File: src/rtl/mem_rd_seqr_pkg.sv
// Shared definitions for the memory read sequencer: FSM state encoding
// and default geometry/latency constants.
package mem_rd_pkg;

  localparam int ADDR_W_DEF = 8;
  localparam int DATA_W_DEF = 8;
  localparam int RD_LAT_DEF = 1;
  // Wide enough for RD_LAT-1 with RD_LAT up to 4
  localparam int LAT_CNT_W  = 2;

  typedef enum logic [1:0] {
    IDLE    = 2'd0,
    ISSUE   = 2'd1,
    WAIT    = 2'd2,
    CAPTURE = 2'd3
  } state_t;

endpackage

File: src/rtl/mem_rd_seqr_if.sv
// Memory read port bundle: the sequencer is the master (strobe + address),
// the memory is the slave (returns data RD_LAT cycles after the strobe).
interface mem_rd_seqr_if #(
  parameter int ADDR_W = 8,
  parameter int DATA_W = 8
);
  logic              rd_en;
  logic [ADDR_W-1:0] rd_addr;
  logic [DATA_W-1:0] rd_data;

  modport master (output rd_en, output rd_addr, input rd_data);
  modport slave  (input rd_en, input rd_addr, output rd_data);
endinterface

File: src/rtl/mem_rd_seqr_lat_cnt.sv
// Read-latency down-counter: loaded with RD_LAT-1 on issue, decremented
// while waiting; done flags the last wait cycle.
module rd_lat_cnt
  import mem_rd_pkg::*;
#(
  parameter int RD_LAT = RD_LAT_DEF
) (
  input  logic clk,
  input  logic reset,
  input  logic load,
  input  logic en,
  output logic done
);

  localparam logic [LAT_CNT_W-1:0] LOAD_VAL = LAT_CNT_W'(RD_LAT - 1);

  logic [LAT_CNT_W-1:0] cnt_reg;

  always_ff @(posedge clk or negedge reset) begin
    if (!reset) begin
      cnt_reg <= '0;
    end else if (load) begin
      cnt_reg <= LOAD_VAL;
    end else if (en && (cnt_reg != '0)) begin
      cnt_reg <= cnt_reg - 1'b1;
    end
  end

  assign done = (cnt_reg <= LAT_CNT_W'(1));

endmodule

File: src/rtl/mem_rd_seqr.sv
// Single-word memory read sequencer: each accepted step reads the next address
// and presents it on disp_*. Define MEM_RD_STOP_EN to halt at the top address.
module mem_rd_seqr
  import mem_rd_pkg::*;
#(
  parameter int ADDR_W = ADDR_W_DEF,
  parameter int DATA_W = DATA_W_DEF,
  parameter int RD_LAT = RD_LAT_DEF
) (
  input  logic                clk,
  input  logic                reset,
  input  logic                step,
  mem_rd_seqr_if.master       mem,
  output logic [ADDR_W-1:0]   disp_addr,
  output logic [DATA_W-1:0]   disp_data,
  output logic                valid,
  output logic                busy,
  output logic                wrap
);

  localparam logic [ADDR_W-1:0] PTR_MAX = '1;

  state_t            state_reg;
  logic [ADDR_W-1:0] ptr_reg;
  logic              rd_en_reg;
  logic              valid_reg;
  logic              wrap_reg;
  logic              busy_reg;
  logic [ADDR_W-1:0] disp_addr_reg;
  logic [DATA_W-1:0] disp_data_reg;
  logic              lat_done;
  logic              step_ok;

`ifdef MEM_RD_STOP_EN
  logic stop_reg;
  assign step_ok = step && !stop_reg;
`else
  assign step_ok = step;
`endif

  rd_lat_cnt #(.RD_LAT(RD_LAT)) u_lat_cnt (
    .clk   (clk),
    .reset (reset),
    .load  (state_reg == ISSUE),
    .en    (state_reg == WAIT),
    .done  (lat_done)
  );

  always_ff @(posedge clk or negedge reset) begin
    if (!reset) begin
      state_reg     <= IDLE;
      ptr_reg       <= '0;
      rd_en_reg     <= 1'b0;
      valid_reg     <= 1'b0;
      wrap_reg      <= 1'b0;
      busy_reg      <= 1'b0;
      disp_addr_reg <= '0;
      disp_data_reg <= '0;
`ifdef MEM_RD_STOP_EN
      stop_reg      <= 1'b0;
`endif
    end else begin
      rd_en_reg <= 1'b0;
      valid_reg <= 1'b0;
      wrap_reg  <= 1'b0;
      case (state_reg)
        IDLE: begin
          // Steps arriving outside IDLE are dropped, never queued
          if (step_ok) begin
            state_reg <= ISSUE;
            rd_en_reg <= 1'b1;
            busy_reg  <= 1'b1;
          end
        end
        ISSUE: begin
          state_reg <= (RD_LAT > 1) ? WAIT : CAPTURE;
        end
        WAIT: begin
          if (lat_done) begin
            state_reg <= CAPTURE;
          end
        end
        CAPTURE: begin
          disp_addr_reg <= ptr_reg;
          disp_data_reg <= mem.rd_data;
          valid_reg     <= 1'b1;
          busy_reg      <= 1'b0;
          state_reg     <= IDLE;
          if (ptr_reg == PTR_MAX) begin
            wrap_reg <= 1'b1;
          end
`ifdef MEM_RD_STOP_EN
          if (ptr_reg == PTR_MAX) begin
            stop_reg <= 1'b1;
          end else begin
            ptr_reg <= ptr_reg + 1'b1;
          end
`else
          ptr_reg <= ptr_reg + 1'b1;
`endif
        end
        default: state_reg <= IDLE;
      endcase
    end
  end

  assign mem.rd_en   = rd_en_reg;
  assign mem.rd_addr = ptr_reg;
  assign disp_addr   = disp_addr_reg;
  assign disp_data   = disp_data_reg;
  assign valid       = valid_reg;
  assign busy        = busy_reg;
  assign wrap        = wrap_reg;

endmodule

File: src/flat_wrapper.sv
// flat-port wrapper written by rule: the top's interface ports become plain ports
module mem_rd_seqr_flat import mem_rd_pkg::*;
#(
  parameter int ADDR_W = ADDR_W_DEF,
  parameter int DATA_W = DATA_W_DEF,
  parameter int RD_LAT = RD_LAT_DEF
)
  (clk, reset, step, disp_addr, disp_data, valid, busy, wrap, mem_rd_en, mem_rd_addr, mem_rd_data);
  mem_rd_seqr_if #(.ADDR_W(ADDR_W), .DATA_W(DATA_W)) mem_i ();
  input  logic clk;
  input  logic reset;
  input  logic step;
  output logic [ADDR_W-1:0] disp_addr;
  output logic [DATA_W-1:0] disp_data;
  output logic valid;
  output logic busy;
  output logic wrap;
  output wire logic [$bits(mem_i.rd_en)-1:0] mem_rd_en;
  output wire logic [$bits(mem_i.rd_addr)-1:0] mem_rd_addr;
  input wire logic [$bits(mem_i.rd_data)-1:0] mem_rd_data;
  assign mem_rd_en = mem_i.rd_en;
  assign mem_rd_addr = mem_i.rd_addr;
  assign mem_i.rd_data = mem_rd_data;
  mem_rd_seqr #(.ADDR_W(ADDR_W), .DATA_W(DATA_W), .RD_LAT(RD_LAT)) u_core (.clk(clk), .reset(reset), .step(step), .mem(mem_i), .disp_addr(disp_addr), .disp_data(disp_data), .valid(valid), .busy(busy), .wrap(wrap));
endmodule
File: config.mk
export PLATFORM = sky130hd
export DESIGN_NAME = mem_rd_seqr_flat
export DESIGN_NICKNAME = d
export VERILOG_FILES = /design/src/rtl/mem_rd_seqr_pkg.sv /design/src/rtl/mem_rd_seqr_if.sv /design/src/rtl/mem_rd_seqr_lat_cnt.sv /design/src/rtl/mem_rd_seqr.sv /design/src/flat_wrapper.sv
export SDC_FILE = /design/constraint.sdc
export NUM_CORES = 1
export LEC_CHECK = 0
export ABC_AREA = 1
export BUFFER_PORTS_ARGS = -buffer_cell sky130_fd_sc_hd__buf_2
export CAP_MARGIN = 20
export CORE_MARGIN = 4
export CORE_UTILIZATION = 38
export DETAILED_ROUTE_END_ITERATION = 8
export HOLD_SLACK_MARGIN = 0.12
export PLACE_DENSITY_LB_ADDON = 0.15
export SYNTH_ARGS = -nofsm -noshare
export SYNTH_HDL_FRONTEND = slang
export SYNTH_SLANG_ARGS = --single-unit
File: constraint.sdc
create_clock -name clk -period 2.7 [get_ports clk]
set_input_delay 0.135 -clock clk [delete_from_list [all_inputs] [get_ports clk]]
set_output_delay 0.135 -clock clk [all_outputs]
set_load 0.05 [all_outputs]
======== Word-level counts from Yosys, hierarchy flattened ========
Index checks and enable logic that the tools add are counted.
storage, ports and cells
  register bits ........................... 32
  output and inout port bits .............. 28
operators by class
  $add $sub $neg .......................... 2
  order comparisons ....................... 1
  equal/unequal tests ..................... 6
  multiplexer cells ....................... 12
  reductions and logical operators ........ 7
operators by type and width
  cell                   count
  $add A8 B1 Y8 const B  1
  $eq A8 B8 Y1 const B   1
  $mux W2                4
  $pmux W2 S4            1
  $mux W1                6
  $reduce_bool A2 Y1     3
  $eq A2 B2 Y1 const B   2
  $reduce_and A2 Y1      2
  $eq A2 B1 Y1 const B   1
  $le A2 B1 Y1 const B   1
  $logic_not A2 Y1       1
  $ne A2 B1 Y1 const B   1
  $ne A2 B2 Y1 const B   1
  $pmux W1 S2            1
  $sub A2 B1 Y2 const B  1
  $logic_and A1 B1 Y1    1

======== Longest topological paths before layout ========
  depth in word-level cells ............... 4
  mapped depth ............................ 7
  depth with buffers taken out ............ 7

======== Cells and area by module ========
A second synthesis with hierarchy kept.
second synthesis, totals
  cells, all modules ...................... 155
  area total of the unflattened synthesis .. 1,420.1 µm²
modules (own cells, without submodules)
  module       instances  cells each  area each (µm²)  seq. area each (µm²)
  mem_rd_seqr  1          136         1,278.7          750.7
  rd_lat_cnt   1          19          141.4            50.0

======== Worst setup path before layout ========
No wires, ideal clock.
  path kind ............................... register to register
  start point ............................. reg u_core.ptr_reg[0] (netlist: u_core.mem.rd_addr[0])
  end point ............................... reg u_core.ptr_reg[4] (netlist: u_core.mem.rd_addr[4])
  data arrival time ....................... 1.292 ns
  path slack .............................. 1.326 ns
  stages on the path, launching flop included .. 5
  path buffers ............................ 0
  clock period less this slack ............ 1.374 ns
  cell sequence ........................... dfrtp_1 -> ha_1 -> nand2_1 -> nor2_1 -> xor2_1
on the way
  word-level cells in the longest chain between the ends .. 1
RTL lines
  element                   RTL line           RTL
  start: declaration        mem_rd_seqr.sv:24  logic [ADDR_W-1:0] ptr_reg;
  start signal: assignment  mem_rd_seqr.sv:99  ptr_reg <= ptr_reg + 1'b1;
  $add A8 B1 Y8             mem_rd_seqr.sv:99
Every way passes these cells.
A chain may end at the register's enable or synchronous reset.

======== Worst setup path in the final report ========
  start point ............................. reg u_core.state_reg[0]
  end point ............................... reg u_core.disp_addr_reg[5] (netlist: u_core.disp_addr[5])
on the way
  word-level cells in the longest chain between the ends .. 1
RTL lines
  element                   RTL line           RTL
  start: declaration        mem_rd_seqr.sv:23  state_t state_reg;
  start signal: assignment  mem_rd_seqr.sv:76  state_reg <= (RD_LAT > 1) ? WAIT : CAPTURE;
  $eq A2 B2 Y1              mem_rd_seqr.sv:66  case (state_reg)
  end signal: assignment    mem_rd_seqr.sv:84  disp_addr_reg <= ptr_reg;
  end: declaration          mem_rd_seqr.sv:29  logic [ADDR_W-1:0] disp_addr_reg;
Every way passes these cells.

==> results.json <==
{
  "timing_worst_slew_pin_value_ps": 697,
  "clockBufferDepth": 2,
  "rsz0062_at_grt": "false",
  "rr_endpoint": "u_core.disp_addr[5]",
  "ios": 39,
  "post-route-period-util": 0.550,
  "fin_worst_hold_slack_ps": 448,
  "p_per_area_nw_per_um2": 1280,
  "worst_hold_path_type": "primary input to async pin",
  "dpl.hpwl_mm": 2.03,
  "clock_latency_ps": 270,
  "cts.root.buffer_cell": "sky130_fd_sc_hd__clkbuf_8",
  "worst_ep_arrival_time_ps": 1680,
  "placeableCoreArea_um2": 3660,
  "grt_use_met2": 0.229,
  "synth-seq-area-share": 0.560,
  "regToRegSetupSlack_ps": 1210,
  "cts.htree.levels": 2,
  "place_congestion": 0.761,
  "critPathMaxStageDelay_ps": 480,
  "drc_errors": 0,
  "critical_path.startpoint_type": "flop",
  "ir_worst_vdd_mv": 0.458,
  "synth_cell_type_count": 17,
  "grt.met1_usage": 0.154,
  "yosys_register_bits": 32,
  "cts_setup_buffers": 0,
  "syn_nets": 175,
  "antenna_found_initial": 0,
  "path_clk_slew_ps": 60,
  "synth.cell_area_um2": 1430,
  "crit_fanout": 20,
  "timing.max_cap.violations": 0,
  "globalRoute.busiestLayer": "met2",
  "horizontal_die_dimension_um": 69.3,
  "initial_utilization": 0.390,
  "placement.io_buffers": 38,
  "wire_per_inst_um": 11.0,
  "critical-path-slowest-cell": "sky130_fd_sc_hd__inv_1",
  "rr_worst_depth": 4,
  "power_leakage_nw": 1.03,
  "routed_wirelength_mm": 2.80,
  "finalMaxSlewViolations": 0,
  "outcome": "finished clean",
  "tritoncts_num_sinks": 32,
  "numCtsBuffers": 5,
  "diodes": 0,
  "grt_max_degree": 33,
  "grt_overflow": 0,
  "place_ws_ps": 1190,
  "die_area_um2": 4810,
  "area_growth_pct": 29.4,
  "cell_by_cell_trace_of_the_critical_path": "ha_1, inv_1, nand2_1, o21ai_2",
  "final.setup_skew_ps": 3.46,
  "critPathCaptureType": "flop",
  "nNetsFinal": 227,
  "grt_pass1_wl_mm": 5.19,
  "timing.final.setup_violations": 0,
  "fin_area_um2": 1850,
  "grtUsageTotal": 0.133,
  "global_route.usage.met3": 0.0435,
  "drt_iter0_drc": 30,
  "row_count": 22,
  "seq_area_um2": 801,
  "synth_area_per_cell_um2": 9.16,
  "via_total_after_detailed_routing": 1099,
  "worstReg2RegStart": "u_core.state_reg[0]",
  "required_ps": 2900,
  "placed_cell_area_um2": 1650,
  "vias_per_cell": 4.29,
  "detailedRoute.firstPassIterationCount": 4,
  "fp.dieH_um": 69.3,
  "max_clock_freq_ghz": 0.673,
  "layout_min_cycle_time_ps": 1490,
  "tritoncts_clock_tree": "done",
  "critPathKind": "flop to flop",
  "layout_cells_sized_above_1": 0.260,
  "hold_viol": 0,
  "slew_headroom": 0.536,
  "ant_nets": 0,
  "final_util": 0.505,
  "setup-tns-final_ps": 0,
  "grt_pass1_vias": 1203,
  "layout_setup_ws_ps": 1210,
  "n_fill_cell": 375,
  "multi_input_area_um2": 534,
  "syn-instance-count": 156,
  "ys_warn_count": 0
}
## worst max-delay path: cells and delay by family, from the launching register on
family	cells	cell delay [ps]
and+or+nand+nor	1	130
buffers and inverters	1	480
DFF	1	430
AOI/OAI and AO/OA	1	80
adders and majority gates	1	290
## what timing repair did
item                                    CTS  global route
hold endpoints to repair                 41             0
endpoints found under the setup margin    0             0
hold buffers                             10             0
gates resized for setup                   0             0
## cell type report
cell class / instances / area share
flip-flops and latches: 32 / 0.433
multi-input cells: 104 / 0.289
repair buffers: 49 / 0.161
clock buffers: 7 / 0.0521
inverters: 16 / 0.0325
well taps: 48 / 0.0325
## layout by cell type (no fill, tap or decap)
| cell | Yosys | final |
|---|---|---|
| sky130_fd_sc_hd__nand3_1 | 6 | 6 |
| sky130_fd_sc_hd__nor3_1 | 3 | 3 |
| sky130_fd_sc_hd__nand3b_1 | 1 | 1 |
| sky130_fd_sc_hd__inv_1 | 16 | 16 |
| sky130_fd_sc_hd__ha_1 | 8 | 8 |
| sky130_fd_sc_hd__buf_2 | 0 | 38 |
| sky130_fd_sc_hd__nand2_2 | 3 | 3 |
| sky130_fd_sc_hd__buf_4 | 3 | 1 |
| sky130_fd_sc_hd__dlygate4sd3_1 | 0 | 10 |
| sky130_fd_sc_hd__nor2_4 | 1 | 1 |
| sky130_fd_sc_hd__nor3b_1 | 1 | 1 |
| sky130_fd_sc_hd__nor2_1 | 8 | 8 |
| sky130_fd_sc_hd__nand2_1 | 63 | 63 |
| sky130_fd_sc_hd__xor2_1 | 4 | 4 |
| sky130_fd_sc_hd__clkbuf_8 | 0 | 7 |
| sky130_fd_sc_hd__o21ai_2 | 3 | 3 |
| sky130_fd_sc_hd__dfrtp_1 | 32 | 32 |
| sky130_fd_sc_hd__nor2_2 | 1 | 1 |
| sky130_fd_sc_hd__o21ai_0 | 2 | 2 |
## worst max path at each step
stage / from / end / slack (ps) / cells past startpoint
after floorplan: u_core.mem.rd_addr[0] / u_core.mem.rd_addr[4] / 1330 / 4
after global placement: u_core.state_reg[0] / u_core.disp_addr[5] / 1240 / 4
after detailed placement: u_core.state_reg[0] / u_core.disp_addr[7] / 1190 / 4
after CTS: u_core.state_reg[0] / u_core.disp_addr[7] / 1170 / 4
after global routing: u_core.state_reg[0] / u_core.disp_addr[2] / 1000 / 4
final: u_core.state_reg[0] / u_core.disp_addr[5] / 1210 / 4
## where the power goes
group / total (mW) / switching, mW / internal (mW) / leakage (nW)
Combinational: 1.19 / 0.907 / 0.282 / 0.572
Clock: 0.381 / 0.155 / 0.227 / 0.0503
Sequential: 0.788 / 0.135 / 0.653 / 0.410
## per-stage QoR
stage	power, mW	cells
floorplan	1.73	156
global placement	1.97	239
detailed placement	1.99	239
CTS	2.40	256
global route	2.55	256
finish	2.36	256
## metal layers
layer / wire [um] / up-vias
li1: - / 575
met1: 1260 / 500
met2: 1410 / 20
met3: 107 / 4
met4: 31 / 0
met5: 0 / -
## synthesized netlist by cell type
library cell               instances  share of area
sky130_fd_sc_hd__dfrtp_1          32           0.56
sky130_fd_sc_hd__xor2_1            4          0.025
sky130_fd_sc_hd__nand2_2           3          0.013
sky130_fd_sc_hd__nand3b_1          1         0.0053
sky130_fd_sc_hd__o21ai_2           3          0.018
sky130_fd_sc_hd__nor3b_1           1         0.0053
sky130_fd_sc_hd__nor3_1            3          0.011
sky130_fd_sc_hd__inv_1            16          0.042
sky130_fd_sc_hd__nor2_2            1         0.0044
sky130_fd_sc_hd__o21ai_0           2         0.0070
sky130_fd_sc_hd__nor2_4            1         0.0079
sky130_fd_sc_hd__nor2_1            8          0.021
sky130_fd_sc_hd__nand2_1          63           0.17
sky130_fd_sc_hd__buf_4             3          0.016
sky130_fd_sc_hd__ha_1              8          0.070
sky130_fd_sc_hd__nand3_1           6          0.021
sky130_fd_sc_hd__buf_6             1         0.0079
## kinds of logic (layout without fill, tap and decap cells)
group | count (synthesis) | count (layout) | synth area share
DFF | 32 | 32 | 0.560
buffers and inverters | 20 | 72 | 0.0657
and+or+nand+nor | 87 | 87 | 0.254
AOI/OAI and AO/OA | 5 | 5 | 0.0254
xor gates and xnor gates | 4 | 4 | 0.0245
adders and majority gates | 8 | 8 | 0.0701
(Power assumes the default switching activity.)
